`src/rtl/fmul_result_packer_if.sv`:
```
// Handshake and data bundle between the FP multiplier, the result packer and the consumer.
interface fmul_result_packer_if;
  logic        in_valid;
  logic        in_ready;
  logic        in_sign;
  logic [7:0]  in_exp;
  logic [23:0] in_frac;
  logic        in_error;
  logic        in_overflow;
  logic        out_valid;
  logic        out_ready;
  logic [31:0] out_word;
  logic        out_nan;
  logic        out_inf;
  logic        out_zero;

  modport master (
    output in_valid, in_sign, in_exp, in_frac, in_error, in_overflow, out_ready,
    input  in_ready, out_valid, out_word, out_nan, out_inf, out_zero
  );

  modport slave (
    input  in_valid, in_sign, in_exp, in_frac, in_error, in_overflow, out_ready,
    output in_ready, out_valid, out_word, out_nan, out_inf, out_zero
  );
endinterface

```
`src/rtl/fmul_result_packer.sv`:
```
// Packs unpacked multiplier results into IEEE-754 single words, buffers them in a
// 2-entry valid/ready FIFO and keeps sticky exception flags plus saturating counters.
module fmul_result_packer #(
  parameter int CNT_W = 8
) (
  input  logic                 clk,
  input  logic                 rst_n,
  fmul_result_packer_if.slave  bus,
  input  logic                 clr_flags,
  output logic                 flag_invalid,
  output logic                 flag_overflow,
  output logic [CNT_W-1:0]     nan_count,
  output logic [CNT_W-1:0]     ovf_count
);

  // Entry layout: {nan, inf, zero, word[31:0]}
  typedef logic [34:0] entry_t;

  entry_t           entry_q [2];
  logic [1:0]       count_q, count_d;
  logic             wr_ptr_q, wr_ptr_d;
  logic             rd_ptr_q, rd_ptr_d;
  logic             inv_q, inv_d;
  logic             ovf_q, ovf_d;
  logic [CNT_W-1:0] nan_cnt_q, nan_cnt_d;
  logic [CNT_W-1:0] ovf_cnt_q, ovf_cnt_d;
  logic             push, pop;
  entry_t           packed_d;
  entry_t           head;
  logic             frac_hidden_unused;

  // The hidden bit is implied by the exponent and never stored.
  assign frac_hidden_unused = bus.in_frac[23];

  function automatic entry_t pack_result(input logic s, input logic [7:0] e,
                                         input logic [22:0] f, input logic err,
                                         input logic ovf);
    entry_t r;
    if (err)                      r = {3'b100, 32'h7FC0_0000};
    else if (ovf || e == 8'hFF)   r = {3'b010, s, 8'hFF, 23'd0};
    else if (e == 8'h00)          r = {3'b001, s, 31'd0};
    else                          r = {3'b000, s, e, f};
    return r;
  endfunction

  function automatic logic [CNT_W-1:0] sat_inc(input logic [CNT_W-1:0] c);
    return (c == {CNT_W{1'b1}}) ? c : c + {{(CNT_W-1){1'b0}}, 1'b1};
  endfunction

  assign bus.in_ready  = (count_q != 2'd2);
  assign bus.out_valid = (count_q != 2'd0);
  assign push          = bus.in_valid & bus.in_ready;
  assign pop           = bus.out_valid & bus.out_ready;
  assign packed_d      = pack_result(bus.in_sign, bus.in_exp, bus.in_frac[22:0],
                                     bus.in_error, bus.in_overflow);

  assign head          = entry_q[rd_ptr_q];
  assign bus.out_word  = head[31:0];
  assign bus.out_zero  = head[32];
  assign bus.out_inf   = head[33];
  assign bus.out_nan   = head[34];

  assign flag_invalid  = inv_q;
  assign flag_overflow = ovf_q;
  assign nan_count     = nan_cnt_q;
  assign ovf_count     = ovf_cnt_q;

  // Next-state for FIFO occupancy/pointers and the exception status; set beats clear.
  always_comb begin
    count_d   = count_q;
    wr_ptr_d  = wr_ptr_q;
    rd_ptr_d  = rd_ptr_q;
    inv_d     = clr_flags ? 1'b0 : inv_q;
    ovf_d     = clr_flags ? 1'b0 : ovf_q;
    nan_cnt_d = clr_flags ? '0 : nan_cnt_q;
    ovf_cnt_d = clr_flags ? '0 : ovf_cnt_q;
    if (push) wr_ptr_d = ~wr_ptr_q;
    if (pop)  rd_ptr_d = ~rd_ptr_q;
    case ({push, pop})
      2'b10:   count_d = count_q + 2'd1;
      2'b01:   count_d = count_q - 2'd1;
      default: count_d = count_q;
    endcase
    if (push && bus.in_error) begin
      inv_d     = 1'b1;
      nan_cnt_d = sat_inc(nan_cnt_d);
    end else if (push && bus.in_overflow) begin
      ovf_d     = 1'b1;
      ovf_cnt_d = sat_inc(ovf_cnt_d);
    end
  end

  // State registers; storage is written only on push, before which the word is already packed.
  always_ff @(posedge clk or negedge rst_n) begin
    if (!rst_n) begin
      count_q    <= 2'd0;
      wr_ptr_q   <= 1'b0;
      rd_ptr_q   <= 1'b0;
      inv_q      <= 1'b0;
      ovf_q      <= 1'b0;
      nan_cnt_q  <= '0;
      ovf_cnt_q  <= '0;
      entry_q[0] <= '0;
      entry_q[1] <= '0;
    end else begin
      count_q   <= count_d;
      wr_ptr_q  <= wr_ptr_d;
      rd_ptr_q  <= rd_ptr_d;
      inv_q     <= inv_d;
      ovf_q     <= ovf_d;
      nan_cnt_q <= nan_cnt_d;
      ovf_cnt_q <= ovf_cnt_d;
      if (push) entry_q[wr_ptr_q] <= packed_d;
    end
  end

endmodule

```
`src/flat_wrapper.sv`:
```
// flat-port wrapper written by rule: the top's interface ports become plain ports
module fmul_result_packer_flat 
#(
  parameter int CNT_W = 8
)
  (clk, rst_n, clr_flags, flag_invalid, flag_overflow, nan_count, ovf_count, bus_in_valid, bus_in_sign, bus_in_exp, bus_in_frac, bus_in_error, bus_in_overflow, bus_out_ready, bus_in_ready, bus_out_valid, bus_out_word, bus_out_nan, bus_out_inf, bus_out_zero);
  fmul_result_packer_if bus_i ();
  input  logic clk;
  input  logic rst_n;
  input  logic clr_flags;
  output logic flag_invalid;
  output logic flag_overflow;
  output logic [CNT_W-1:0] nan_count;
  output logic [CNT_W-1:0] ovf_count;
  input wire logic [$bits(bus_i.in_valid)-1:0] bus_in_valid;
  input wire logic [$bits(bus_i.in_sign)-1:0] bus_in_sign;
  input wire logic [$bits(bus_i.in_exp)-1:0] bus_in_exp;
  input wire logic [$bits(bus_i.in_frac)-1:0] bus_in_frac;
  input wire logic [$bits(bus_i.in_error)-1:0] bus_in_error;
  input wire logic [$bits(bus_i.in_overflow)-1:0] bus_in_overflow;
  input wire logic [$bits(bus_i.out_ready)-1:0] bus_out_ready;
  output wire logic [$bits(bus_i.in_ready)-1:0] bus_in_ready;
  output wire logic [$bits(bus_i.out_valid)-1:0] bus_out_valid;
  output wire logic [$bits(bus_i.out_word)-1:0] bus_out_word;
  output wire logic [$bits(bus_i.out_nan)-1:0] bus_out_nan;
  output wire logic [$bits(bus_i.out_inf)-1:0] bus_out_inf;
  output wire logic [$bits(bus_i.out_zero)-1:0] bus_out_zero;
  assign bus_i.in_valid = bus_in_valid;
  assign bus_i.in_sign = bus_in_sign;
  assign bus_i.in_exp = bus_in_exp;
  assign bus_i.in_frac = bus_in_frac;
  assign bus_i.in_error = bus_in_error;
  assign bus_i.in_overflow = bus_in_overflow;
  assign bus_i.out_ready = bus_out_ready;
  assign bus_in_ready = bus_i.in_ready;
  assign bus_out_valid = bus_i.out_valid;
  assign bus_out_word = bus_i.out_word;
  assign bus_out_nan = bus_i.out_nan;
  assign bus_out_inf = bus_i.out_inf;
  assign bus_out_zero = bus_i.out_zero;
  fmul_result_packer #(.CNT_W(CNT_W)) u_core (.clk(clk), .rst_n(rst_n), .bus(bus_i), .clr_flags(clr_flags), .flag_invalid(flag_invalid), .flag_overflow(flag_overflow), .nan_count(nan_count), .ovf_count(ovf_count));
endmodule
```
`config.mk`:
```
export PLATFORM = sky130hd
export DESIGN_NAME = fmul_result_packer_flat
export DESIGN_NICKNAME = d
export VERILOG_FILES = /design/src/rtl/fmul_result_packer_if.sv /design/src/rtl/fmul_result_packer.sv /design/src/flat_wrapper.sv
export SDC_FILE = /design/constraint.sdc
export NUM_CORES = 1
export LEC_CHECK = 0
export BUFFER_PORTS_ARGS = -buffer_cell sky130_fd_sc_hd__buf_4
export CAP_MARGIN = 20
export CORE_MARGIN = 2
export CORE_UTILIZATION = 58
export CTS_CLUSTER_DIAMETER = 100
export DETAILED_ROUTE_END_ITERATION = 10
export PLACE_DENSITY = 0.81
export SLEW_MARGIN = 20
export SYNTH_ARGS = -nofsm -noshare
export SYNTH_HDL_FRONTEND = slang
export SYNTH_SLANG_ARGS = --single-unit
export TNS_END_PERCENT = 100
```
`constraint.sdc`:
```
create_clock -name clk -period 2.7 [get_ports clk]
set_clock_uncertainty 0.2 [all_clocks]
set_input_delay 0.405 -clock clk [delete_from_list [all_inputs] [get_ports clk]]
set_output_delay 0.405 -clock clk [all_outputs]
set_load 0.03 [all_outputs]
```
# --- Yosys cells after proc, flatten, opt, wreduce, memory -nomap -nowiden ---
# Cells that the tools add are included.
word_totals:
  register_bits: 92
  in_bits: 40
  output_inout_bits: 55
  word_cells: 58
op_classes:
  add_sub_neg: 4
  magnitude_cmp: 3
  n_eq_ne: 6
  muxes: 22
  bitwise: 6
  reduce_logical: 8
ops:
  columns: ["op", "count"]
  rows:
  - ["2-to-1 mux 35 bit", 6]
  - ["bitwise mux 70 bit", 1]
  - ["2-to-1 mux 8 bit", 7]
  - ["demux 35 bit (select 1 bit)", 1]
  - ["2-to-1 mux 33 bit", 1]
  - ["== test 8 bit (second input constant)", 3]
  - ["adder 8 x 1 -> 8 bit (second input constant)", 2]
  - ["zero test 8 bit", 1]
  - ["nonzero test 2 bit", 3]
  - ["2-to-1 mux 1 bit", 5]
  - ["greater-or-equal comparator 2 bit (second input constant)", 2]
  - ["NOT 1 -> 2 bit", 2]
  - ["case mux 2 bit (2 select lines)", 1]
  - ["logical AND 1 bit", 3]
  - ["adder 2 x 1 -> 2 bit (second input constant)", 1]
  - ["bitwise AND 1 bit", 2]
  - ["== test 2 x 1 -> 1 bit (second input constant)", 1]
  - ["== test 2 bit (second input constant)", 1]
  - ["less-than comparator 2 x 1 -> 1 bit (second input constant)", 1]
  - ["inequality test 2 bit (second input constant)", 1]
  - ["NOT 1 bit", 2]
  - ["subtractor 2 x 1 -> 2 bit (second input constant)", 1]
  - ["logical OR 1 bit", 1]

# --- Depth between registers and ports, before layout ---
# Gate-level depths: netlist of the first run.
logic_depth:
  ltp_word: 6
  ltp_mapped: 7
  mapped_depth_nobuf: 7

# --- Worst setup path after synthesis of the first run ---
# OpenSTA, ideal clock, no wires.
synth_timing:
  path_type: "flip-flop to output port"
  from: "register u_core.rd_ptr_q"
  to: "output bus_out_inf"
  t_arrival_ps: 1413
  required_ps: 2095
  path_slack_ps: 682
  path_stages_with_launch: 4
  path_buffers: 2
  cell_sequence: "dfrtp_1 clkbuf_1 buf_1 mux2_2"
synth_via:
  elab_chain_cells: 4
synth_lines:
  columns: ["element", "line_no", "source"]
  rows:
  - ["from (decl)", "fmul_result_packer.sv:22", "logic rd_ptr_q, rd_ptr_d;"]
  - ["from (signal assigned)", "fmul_result_packer.sv:108", "rd_ptr_q <= rd_ptr_d;"]
  - ["NOT 1 -> 2 bit (implied by the code)", "fmul_result_packer.sv:57", "assign head = entry_q[rd_ptr_q];"]
  - ["2-to-1 mux 35 bit (implied by the code) (3 in series)", "fmul_result_packer.sv:57", null]
  - ["to (decl)", "flat_wrapper.sv:26", "output wire logic [$bits(bus_i.out_inf)-1:0] bus_out_inf;"]
# Every way passes these cells. The select of a mux whose other input is x is not followed.

# --- Worst setup path after layout of the first run ---
layout_timing:
  from: "register u_core.count_q[1]"
  to: "register u_core.entry_q[52] in the netlist's numbering"
layout_via:
  elab_chain_cells: 2
layout_lines:
  columns: ["element", "line_no", "source"]
  rows:
  - ["from (decl)", "fmul_result_packer.sv:20", "logic [1:0] count_q, count_d;"]
  - ["from (signal assigned)", "fmul_result_packer.sv:106", "count_q <= count_d;"]
  - ["inequality test 2 bit", "fmul_result_packer.sv:50", "assign bus.in_ready = (count_q != 2'd2);"]
  - ["bitwise AND 1 bit", "fmul_result_packer.sv:52", "assign push = bus.in_valid & bus.in_ready;"]
  - ["to (signal, indexed assignment)", "fmul_result_packer.sv:113", "if (push) entry_q[wr_ptr_q] <= packed_d;"]
  - ["to (decl)", "fmul_result_packer.sv:19", "entry_t entry_q [2];"]
# Every way passes these cells.
# A chain may end at the register's enable or synchronous reset.

==> results of run 1 <==
[layout by cell type (no fill, tap or decap), types with 3 or more instances in the layout]
cell	n
and3_1	3
a211oi_1	4
a31oi_1	4
inv_1	4
o21ai_1	13
mux2_2	35
inv_6	3
nand2_1	37
xor2_1	3
buf_4	99
o21ai_0	11
nand4_1	4
nand2b_1	3
nor2_1	17
dfrtp_1	92
a32o_1	22
nor3_1	7
clkbuf_8	9
and2_1	3
nor2b_1	7
nand3_1	5
a32o_2	22
a21oi_1	4
[flip-flops by register name, indices dropped and copies added, names as in the netlist]
name	count
u_core.entry_q	70
u_core.count_q	2
u_core.flag_overflow	1
u_core.rd_ptr_q	1
u_core.wr_ptr_q	1
u_core.flag_invalid	1
u_core.nan_count	8
u_core.ovf_count	8
[critical path: cells and delay by family, from the launching register on]
kind | cells | cell delay [ns]
flip-flops | 1 | 0.41
AO/OA/AOI/OAI | 1 | 0.28
buffers and inverters | 1 | 0.16
AND/OR/NAND/NOR | 3 | 1.16
[logic make-up after synthesis]
| family | count (synthesis) | share of synthesized area (%) |
|---|---|---|
| AOI/OAI and AO/OA | 91 | 17.54 |
| xor gates and xnor gates | 5 | 1.016 |
| adders and majority gates | 2 | 0.5806 |
| and+or+nand+nor | 103 | 13.39 |
| DFF | 92 | 53.43 |
| buffers and inverters | 34 | 3.920 |
| muxes | 39 | 10.13 |
[cell type report]
cell class / instances / area (um2) / area share, %
Clock buffer: 9 / 123.9 / 2.345
Multi-Input combinational cell: 240 / 1846 / 34.94
Tap cell: 99 / 123.9 / 2.345
Timing Repair Buffer: 101 / 773.2 / 14.64
Sequential cell: 92 / 2302 / 43.59
Inverter: 5 / 18.77 / 0.3554
Clock inverter: 6 / 93.84 / 1.777
[through the flow]
stage	std cells	cell area, um2
2_1_floorplan	366	4309
3_3_place_gp	536	5054
3_5_place_dp	536	5054
4_1_cts	552	5281
5_1_grt	552	5281
6_report	552	5281
[final timing paths]
| check | from | endpoint | slack, ns | depth (start not counted) |
|---|---|---|---|---|
| worst max-delay path | u_core.count_q[1]$_DFFE_PN0P_ | u_core.entry_q[52]$_DFFE_PN0P_ | 0.42 | 5 |
| min in group asynchronous | rst_n | u_core.entry_q[60]$_DFFE_PN0P_ | 0.39 | 2 |
| worst max register to register | u_core.count_q[1]$_DFFE_PN0P_ | u_core.entry_q[52]$_DFFE_PN0P_ | 0.42 | 5 |
| max in group asynchronous | rst_n | u_core.nan_count[1]$_DFF_PN0_ | 1.26 | 3 |
| worst min-delay path | bus_in_frac[21] | u_core.entry_q[56]$_DFFE_PN0P_ | 0.10 | 2 |
| worst min register to register | u_core.entry_q[30]$_DFFE_PN0P_ | u_core.entry_q[30]$_DFFE_PN0P_ | 0.28 | 2 |
[timing repair]
action,CTS,global route
setup buffers,0,0
hold buffers,1,0
endpoints found under the hold margin,44,0
[cell usage after synthesis, types with 2 or more instances]
cell,number
nor3_1,7
dfrtp_1,92
xnor2_1,2
buf_1,3
nand2_1,37
nor2_1,18
mux2_2,35
o21ai_1,13
a32o_1,22
buf_2,9
clkbuf_1,13
mux2i_1,2
a41oi_1,2
a31oi_1,4
mux2_1,2
inv_1,4
a21o_1,2
a21oi_1,4
nor3_4,2
o31ai_1,2
nor2_8,2
nand4_1,4
nor4_1,2
or4_4,2
and3_1,3
o21ai_0,11
xor2_1,3
nor2b_1,7
a221o_1,2
a32o_2,22
buf_6,4
a211oi_1,4
ha_1,2
nand2b_1,3
and2_1,3
nand3_1,5
[power groups by stage]
| stage | Clock, mW | Sequential [mW] | Combinational [mW] |
|---|---|---|---|
| after floorplan | 0 | 2.09 | 1.93 |
| after CTS | 1.03 | 2.12 | 2.72 |
| after global placement | 0 | 2.10 | 2.66 |
| after global routing | 1.10 | 2.18 | 2.89 |
| final | 1.01 | 2.12 | 2.70 |
| after detailed placement | 0 | 2.14 | 2.71 |
[layer usage]
layer	vias up	wire length (um)	track usage, %
met5	-	0	0
met4	0	78	7.436
met3	8	454	3.772
met2	89	4662	39.10
met1	1626	4437	33.98
li1	1537	-	-
==> metrics.cfg, run 1 <==
[final_layout]
post-route-util_pct=73.21
design.final.nets=491
num_antenna_cells=0
filler_cells=538
post_route_cells_drive_above_1_share_pct=40.84
syn_to_final_growth_pct=22.56

[yosys]
postSynthAreaPerCell_um2=11.77
netlist.top_cell.by_area=dfrtp_1
synth_cell_type_count=48
postSynthRegisterBits=92
netlist_top_cells_area=dfrtp_1 (53%), mux2_2 (9.1%), a32o_2 (5.7%), a32o_1 (5.1%), nand2_1 (3.2%)
ys_warn_count=0
synth_fp_nets=408
synthDominantCellAreaShare_pct=53.43
proportion_of_synthesized_flip_flops_having_asynchronous_set_or_reset_pct=100.0
mappedNetlistArea_mm2=0.004309
synth_sequential_area_ratio_pct=53.43
synth-main-ff-cell=dfrtp_1
synthCells=366
synth_edf_count=0

[floorplanning]
placement_rows=31
initial_cell_density_of_the_core_pct=59.73
floorplan.core_area_mm2=0.007214
vertical_die_dimension_um=90.20
die_area_mm2=0.008135
die_width_um=90.20
io_pins=95

[routing]
totalWireLength_mm=9.634
drc=0
initialDrtViolationCount=178
drt.antenna.violating_nets=0
average_detailed_routed_wire_length_per_instance_um=17.45
drt-pass1-iter-count=6
detail_route.vias_per_cell=5.906
vias=3260

[clock_network]
post_cts_resize_count=0
clkSlewWorstSetupHoldPaths_ns=0.09
cts_buffer_count=9
cts.root.buffer_cell=clkbuf_8
cts_tree=yes
clock_insertion_delay_at_the_later_pin_of_the_skew_report_ns=0.35
cts_num_sinks=92
cts_buffer_depth=2
htreeDepth=3

[power]
power_per_cell_area_mw_per_mm2=1104
p_sw_share_pct=39.32
internal-power_mw=3.538
power.net_switching_mw=2.292
seqPwrFrac_pct=36.4
max-vdd-ir-drop_v=0.0005179
leakage_nw=2.635
combinationalPowerShare_pct=46.3
power.clock.fraction_pct=17.3
design_power_total_mw=5.830

[placement]
dp_worst_setup_slack_ns=0.4471
hpwl_after_detailed_placement_mm=6.407
gp_routability_congestion=0.8017
numPortBuffers=93

[timing]
unrepaired_setup_endpoints_after_global_routing=no
max_slew.worst_pin.slew_ns=1.015
period_minus_slack_ns=2.282
timing_max_transition_violations_final=0
period_share_pct=84.52
fin_worst_hold_slack_ns=0.1006
relSlewSlack_pct=32.08
final.setup.worst_slack_ns=0.4179
setup_viol=0
fmax_mhz=438.2
report.final.hold_viol_count=0
setup-tns-final_ns=0

[critical_path]
worstPathMaxFanout=23
critPathCaptureType=flop
critical_path.slowest_cell=nor3_4
crit_path_cell_trace=nor2b_2 -> inv_2 -> nand3b_4 -> nor3_4 -> a32o_1
timing.setup.critical_path_class=reg -> reg
timing.critical_path.arrival_ns=2.37
cp_data_required_time_ns=2.79
slowest_delay_ns=0.85
critPathLaunchType=flop

[global_route]
grt_max_degree=49
grt_usage_pct=24.17
grt_pass1_wl_mm=15.95
globalRoute.totalOverflow=0
antenna_found_initial=0
first_global_vias=3262

[worst_hold_path]
worstHoldPathType=in -> reg

[job]
count_of_maximum_capacitance_violations=0

[run_status]
status=finished clean

No activity file was read; power rests on OpenSTA's default activity.
==> run 2: changes to the inputs <==
Settings changed: CORE_UTILIZATION 58 to 54, PLACE_DENSITY 0.81 to 0.75.
Clock period 2.7 ns to 2.3 ns, I/O delays scaled along.
==> metrics.cfg, run 2 (synthesis results as in run 1) <==
[critical_path]
timing.setup.critical_path_class=in -> reg  ; was reg -> reg
worstPathMaxFanout=6  ; was 23
critPathCaptureType=flop  ; unchanged
timing.critical_path.arrival_ns=2.27  ; was 2.37 ns
cp_data_required_time_ns=2.36  ; was 2.79 ns
critPathLaunchType=primary input  ; was flop
ff2ff_path_depth=6  ; was 5

[final_layout]
postLayoutCellArea_mm2=0.005335  ; was 0.005281 mm2
design.final.nets=496  ; was 491
syn_to_final_growth_pct=23.81  ; was 22.56%
area_occupied_by_multi_input_gates_mm2=0.001878  ; was 0.001846 mm2
post-route-util_pct=69.04  ; was 73.21%
largest_register=u_core.entry_q  ; unchanged
seq_area_mm2=0.002302  ; unchanged
filler_cells=593  ; was 538
layout_common_cells=buf_4 (98), dfrtp_1 (92), nand2_1 (37)  ; was buf_4 (99), dfrtp_1 (92), nand2_1 (37)
finish.cell_count_without_fillers=561  ; was 552
largest_reg_flops=70  ; unchanged
post_route_cells_drive_above_1_share_pct=41.61  ; was 40.84%
mostFrequentLayoutCell=buf_4  ; unchanged
num_antenna_cells=0  ; unchanged

[routing]
drt.antenna.violating_nets=0  ; unchanged
detail_route.vias_per_cell=5.930  ; was 5.906
average_detailed_routed_wire_length_per_instance_um=18.05  ; was 17.45 um
initialDrtViolationCount=144  ; was 178
vias=3327  ; was 3260
totalWireLength_mm=10.13  ; was 9.634 mm
drc=0  ; unchanged
drt-pass1-iter-count=4  ; was 6

[run_status]
status=finished clean  ; unchanged

[timing]
setup_viol=0  ; unchanged
relSlewSlack_pct=44.41  ; was 32.08%
report.final.hold_viol_count=0  ; unchanged
max_slew.worst_pin.slew_ns=0.8294  ; was 1.015 ns
fin_worst_hold_slack_ns=0.02934  ; was 0.1006 ns
setup-tns-final_ns=0  ; unchanged
period_share_pct=96.14
fmax_mhz=452.3
timing_max_transition_violations_final=0  ; unchanged
period_minus_slack_ns=2.211
final.setup.worst_slack_ns=0.08884  ; was 0.4179 ns

[placement]
detailed_place.area_mm2=0.005097  ; was 0.005054 mm2
hpwl_after_detailed_placement_mm=6.492  ; was 6.407 mm
dp.cells=541  ; was 536
dp_worst_setup_slack_ns=0.06787  ; was 0.4471 ns
numPortBuffers=93  ; unchanged
gp_routability_congestion=0.8321  ; was 0.8017

[clock_network]
cts_tree=yes  ; unchanged
cts_num_sinks=92  ; unchanged
cts_buffer_count=9  ; unchanged
clkSlewWorstSetupHoldPaths_ns=0.10  ; was 0.09 ns
htreeDepth=3  ; unchanged
clock_insertion_delay_at_the_later_pin_of_the_skew_report_ns=0.36  ; was 0.35 ns
cts_setup_buffers=0  ; unchanged
cts.root.buffer_cell=clkbuf_8  ; unchanged
cts_buffer_depth=2  ; unchanged

[floorplanning]
die_width_um=93.33  ; was 90.20 um
die_area_mm2=0.008710  ; was 0.008135 mm2
vertical_die_dimension_um=93.33  ; was 90.20 um
io_pins=95  ; unchanged
placement_rows=32  ; was 31
floorplan.core_area_mm2=0.007727  ; was 0.007214 mm2
initial_cell_density_of_the_core_pct=55.76  ; was 59.73%

[power]
max-vdd-ir-drop_v=0.0005656  ; was 0.0005179 V
power_per_cell_area_mw_per_mm2=1258  ; was 1104 mW/mm2
leakage_nw=2.645  ; was 2.635 nW
design_power_total_mw=6.713  ; was 5.830 mW

[job]
count_of_maximum_capacitance_violations=0  ; unchanged

[global_route]
grt_pass1_wl_mm=15.88  ; was 15.95 mm
globalRoute.totalOverflow=0  ; unchanged
grt_usage_pct=23.11  ; was 24.17%
grt_max_degree=49  ; unchanged
antenna_found_initial=0  ; unchanged
first_global_vias=3232  ; was 3262

[worst_hold_path]
worstHoldPathType=in -> reg  ; unchanged
worstHoldPathCells=2  ; unchanged

==> run 2: worst paths after layout <==
path,startpoint,slack (ns),to
min in group asynchronous,rst_n,0.28,u_core.entry_q[62]$_DFFE_PN0P_
setup reg to reg,u_core.count_q[0]$_DFFE_PN0P_,0.19,u_core.entry_q[57]$_DFFE_PN0P_
hold / removal,bus_in_frac[20],0.03,u_core.entry_q[55]$_DFFE_PN0P_
max in group asynchronous,rst_n,1.03,u_core.entry_q[32]$_DFFE_PN0P_
setup / recovery,clr_flags,0.09,u_core.nan_count[6]$_DFF_PN0_
hold reg to reg,u_core.entry_q[28]$_DFFE_PN0P_,0.28,u_core.entry_q[28]$_DFFE_PN0P_
==> run 2: metal layers <==
layer	share of wire [%]	up-vias	global-route usage (%)
li1	-	1549	-
met1	43	1683	32.14
met2	50	87	36.99
met3	5.2	8	4.351
met4	1.1	0	7.230
met5	0	-	0
==> run 2: area by class of cell <==
class	instances	share of cell area (%)
Timing Repair Buffer	104	15.50
Sequential cell	92	43.15
Tap cell	102	2.392
Clock inverter	7	1.079
Clock buffer	9	2.322
Multi-Input combinational cell	242	35.20
Inverter	5	0.3518
==> run 2: what timing repair did <==
| action | in CTS | in global routing |
|---|---|---|
| resized for setup | 0 | 3 |
| hold buffers | 2 | 0 |
| endpoints found under the hold margin | 35 | 0 |
| endpoints found under the setup margin | 0 | 47 |
==> run 2: worst max-delay path: stages <==
cell and delay [ns]:
dlygate4sd3_1 0.54, buf_4 0.16, nor2b_1 0.18, ha_1 0.25, nand4b_1 0.17, nor4_2 0.28
nor2_1 0.08, a211oi_1 0.25
==> run 2: power breakdown <==
part / leakage (nW) / internal, mW / switching, mW
Clock: 0.0881 / 0.408 / 0.605
Sequential: 1.20 / 2.18 / 0.309
Combinational: 1.35 / 1.39 / 1.83
Total: 2.65 / 3.97 / 2.74
==> run 3: changes to the inputs <==
Settings changed: CORE_UTILIZATION 54 to 58, PLACE_DENSITY 0.75 to 0.81.
Clock period 2.3 ns to 2.78 ns, I/O delays scaled along.
==> metrics.cfg, run 3 (synthesis results as in run 1) <==
[routing]
vias=3342  ; was 3327
met1_length_mm=4.255  ; was 4.375 mm
totalWireLength_mm=9.595  ; was 10.13 mm
detail_route.vias_per_cell=6.054  ; was 5.930
average_detailed_routed_wire_length_per_instance_um=17.38  ; was 18.05 um
met3WireLength_um=527  ; unchanged
initialDrtViolationCount=202  ; was 144
wl_met2_mm=4.667  ; was 5.113 mm
top_layer_used=met4  ; unchanged
drt.antenna.violating_nets=0  ; unchanged
drc=0  ; unchanged
drt-pass1-iter-count=4  ; unchanged

[clock_network]
clkSlewWorstSetupHoldPaths_ns=0.10  ; about the same
cts_buffer_depth=2  ; unchanged
clock_insertion_delay_at_the_later_pin_of_the_skew_report_ns=0.36  ; about the same
post_cts_resize_count=0  ; unchanged
cts_tree=yes  ; unchanged
cts_buffer_count=9  ; unchanged
cts.root.buffer_cell=clkbuf_8  ; unchanged
htreeDepth=3  ; unchanged
cts_num_sinks=92  ; unchanged

[floorplanning]
initial_cell_density_of_the_core_pct=59.73  ; was 55.76%
die_area_mm2=0.008135  ; was 0.008710 mm2
floorplan.core_area_mm2=0.007214  ; was 0.007727 mm2
die_width_um=90.20  ; was 93.33 um
placement_rows=31  ; was 32
vertical_die_dimension_um=90.20  ; was 93.33 um
io_pins=95  ; unchanged

[critical_path]
worstReg2RegEnd=u_core.entry_q[52]$_DFFE_PN0P_  ; was u_core.entry_q[57]$_DFFE_PN0P_
critPathLaunchType=flop  ; was primary input
worstSetupStartpoint=u_core.count_q[1]$_DFFE_PN0P_  ; was clr_flags
cp_data_required_time_ns=2.87  ; was 2.36 ns
timing.setup.critical_path_class=reg -> reg  ; was in -> reg
ff2ff_path_depth=5  ; was 6
critical_path.endpoint=u_core.entry_q[52]$_DFFE_PN0P_  ; was u_core.nan_count[6]$_DFF_PN0_
timing.critical_path.arrival_ns=2.32  ; was 2.27 ns
rrSetupSlack_ns=0.55  ; was 0.19 ns
worstPathMaxFanout=23  ; was 6
critPathCaptureType=flop  ; unchanged
regToRegStartpoint=u_core.count_q[1]$_DFFE_PN0P_  ; was u_core.count_q[0]$_DFFE_PN0P_

[timing]
final.setup.worst_slack_ns=0.5505  ; was 0.08884 ns
report.final.hold_viol_count=0  ; unchanged
period_share_pct=80.20
unrepaired_setup_endpoints_after_global_routing=no
relSlewSlack_pct=35.59  ; was 44.41%
max_slew.worst_pin.slew_ns=0.9630  ; was 0.8294 ns
fmax_mhz=448.5
period_minus_slack_ns=2.230
setup-tns-final_ns=0  ; unchanged
setup_viol=0  ; unchanged
timing_max_transition_violations_final=0  ; unchanged

[power]
power_per_cell_area_mw_per_mm2=1060  ; was 1258 mW/mm2
max-vdd-ir-drop_v=0.0005299  ; was 0.0005656 V
leakage_nw=2.613  ; was 2.645 nW

[final_layout]
num_antenna_cells=0  ; unchanged
largest_reg_flops=70  ; unchanged
largest_register=u_core.entry_q  ; unchanged
syn_to_final_growth_pct=21.92  ; was 23.81%
design.final.nets=490  ; was 496
filler_cells=558  ; was 593
post-route-util_pct=72.82  ; was 69.04%
mostFrequentLayoutCell=buf_4  ; unchanged
post_route_cells_drive_above_1_share_pct=40.62  ; was 41.61%
layout_common_cells=buf_4 (98), dfrtp_1 (92), nand2_1 (37)  ; unchanged
finish.cell_count_without_fillers=552  ; was 561

[global_route]
grt_usage_pct=25.19  ; was 23.11%
grt_max_degree=52  ; was 49
first_global_vias=3253  ; was 3232
grt_pass1_wl_mm=16.46  ; was 15.88 mm
globalRoute.totalOverflow=0  ; unchanged
antenna_found_initial=0  ; unchanged

[placement]
gp_routability_congestion=0.8076  ; was 0.8321
dp.cells=535  ; was 541
hpwl_after_detailed_placement_mm=6.424  ; was 6.492 mm
dp_worst_setup_slack_ns=0.5734  ; was 0.06787 ns
numPortBuffers=93  ; unchanged

[worst_hold_path]
worstHoldPathType=in -> reg  ; unchanged

[run_status]
status=finished clean  ; unchanged

[job]
count_of_maximum_capacitance_violations=0  ; unchanged

[run 3: per-layer routing]
layer,track usage [%],vias to the layer above
li1,-,1538
met1,35.89,1678
met2,38.53,112
met3,4.862,14
met4,10.00,0
met5,0,-
[run 3: layout make-up]
| class | instances | area (um2) | area share (%) |
|---|---|---|---|
| multi-input combinational | 240 | 1846 | 35.13 |
| clock buffer | 10 | 127.6 | 2.429 |
| tap | 99 | 123.9 | 2.358 |
| timing repair buffer | 100 | 765.7 | 14.57 |
| inverter | 5 | 18.77 | 0.3572 |
| sequential | 92 | 2302 | 43.82 |
| clock inverter | 6 | 70.07 | 1.334 |
[run 3: through the flow]
stage	hold WS (ns)	cell area (um2)	power, mW
CTS	0.08983	5254	5.615
global placement	0.2545	5046	4.625
detailed placement	0.2637	5046	4.712
global route	0.09254	5254	5.909
finish	0.1007	5254	5.570
floorplan	-0.07859	4309	3.905
[run 3: report_power, final]
group,switching (mW),leakage (nW),internal (mW)
sequential,0.259,1.20,1.80
combinational,1.49,1.32,1.12
clock,0.476,0.0895,0.422
total,2.22,2.61,3.35
[run 3: timing repair]
item,4_1_cts,5_1_grt
buffers inserted,0,0
endpoints found under the hold margin,50,0
hold buffers,1,0
[run 3: worst min path at each step]
stage | from | to | slack (ns) | cells after the start
finish | bus_in_frac[8] | u_core.entry_q[43]$_DFFE_PN0P_ | 0.10 | 2
global route | bus_in_frac[8] | u_core.entry_q[43]$_DFFE_PN0P_ | 0.09 | 2
CTS | bus_in_frac[8] | u_core.entry_q[43]$_DFFE_PN0P_ | 0.09 | 2
detailed placement | u_core.entry_q[34]$_DFFE_PN0P_ | u_core.entry_q[34]$_DFFE_PN0P_ | 0.26 | 1
global placement | u_core.entry_q[34]$_DFFE_PN0P_ | u_core.entry_q[34]$_DFFE_PN0P_ | 0.25 | 1
floorplan | rst_n | u_core.count_q[0]$_DFFE_PN0P_ | -0.08 | 0
[run 3: worst max-delay path, stage by stage (launching register included)]
cell      delay [ns]
dfrtp_1         0.42
nor2b_2         0.19
inv_2           0.15
nand3b_4        0.11
nor3_4          0.80
a32o_1          0.29
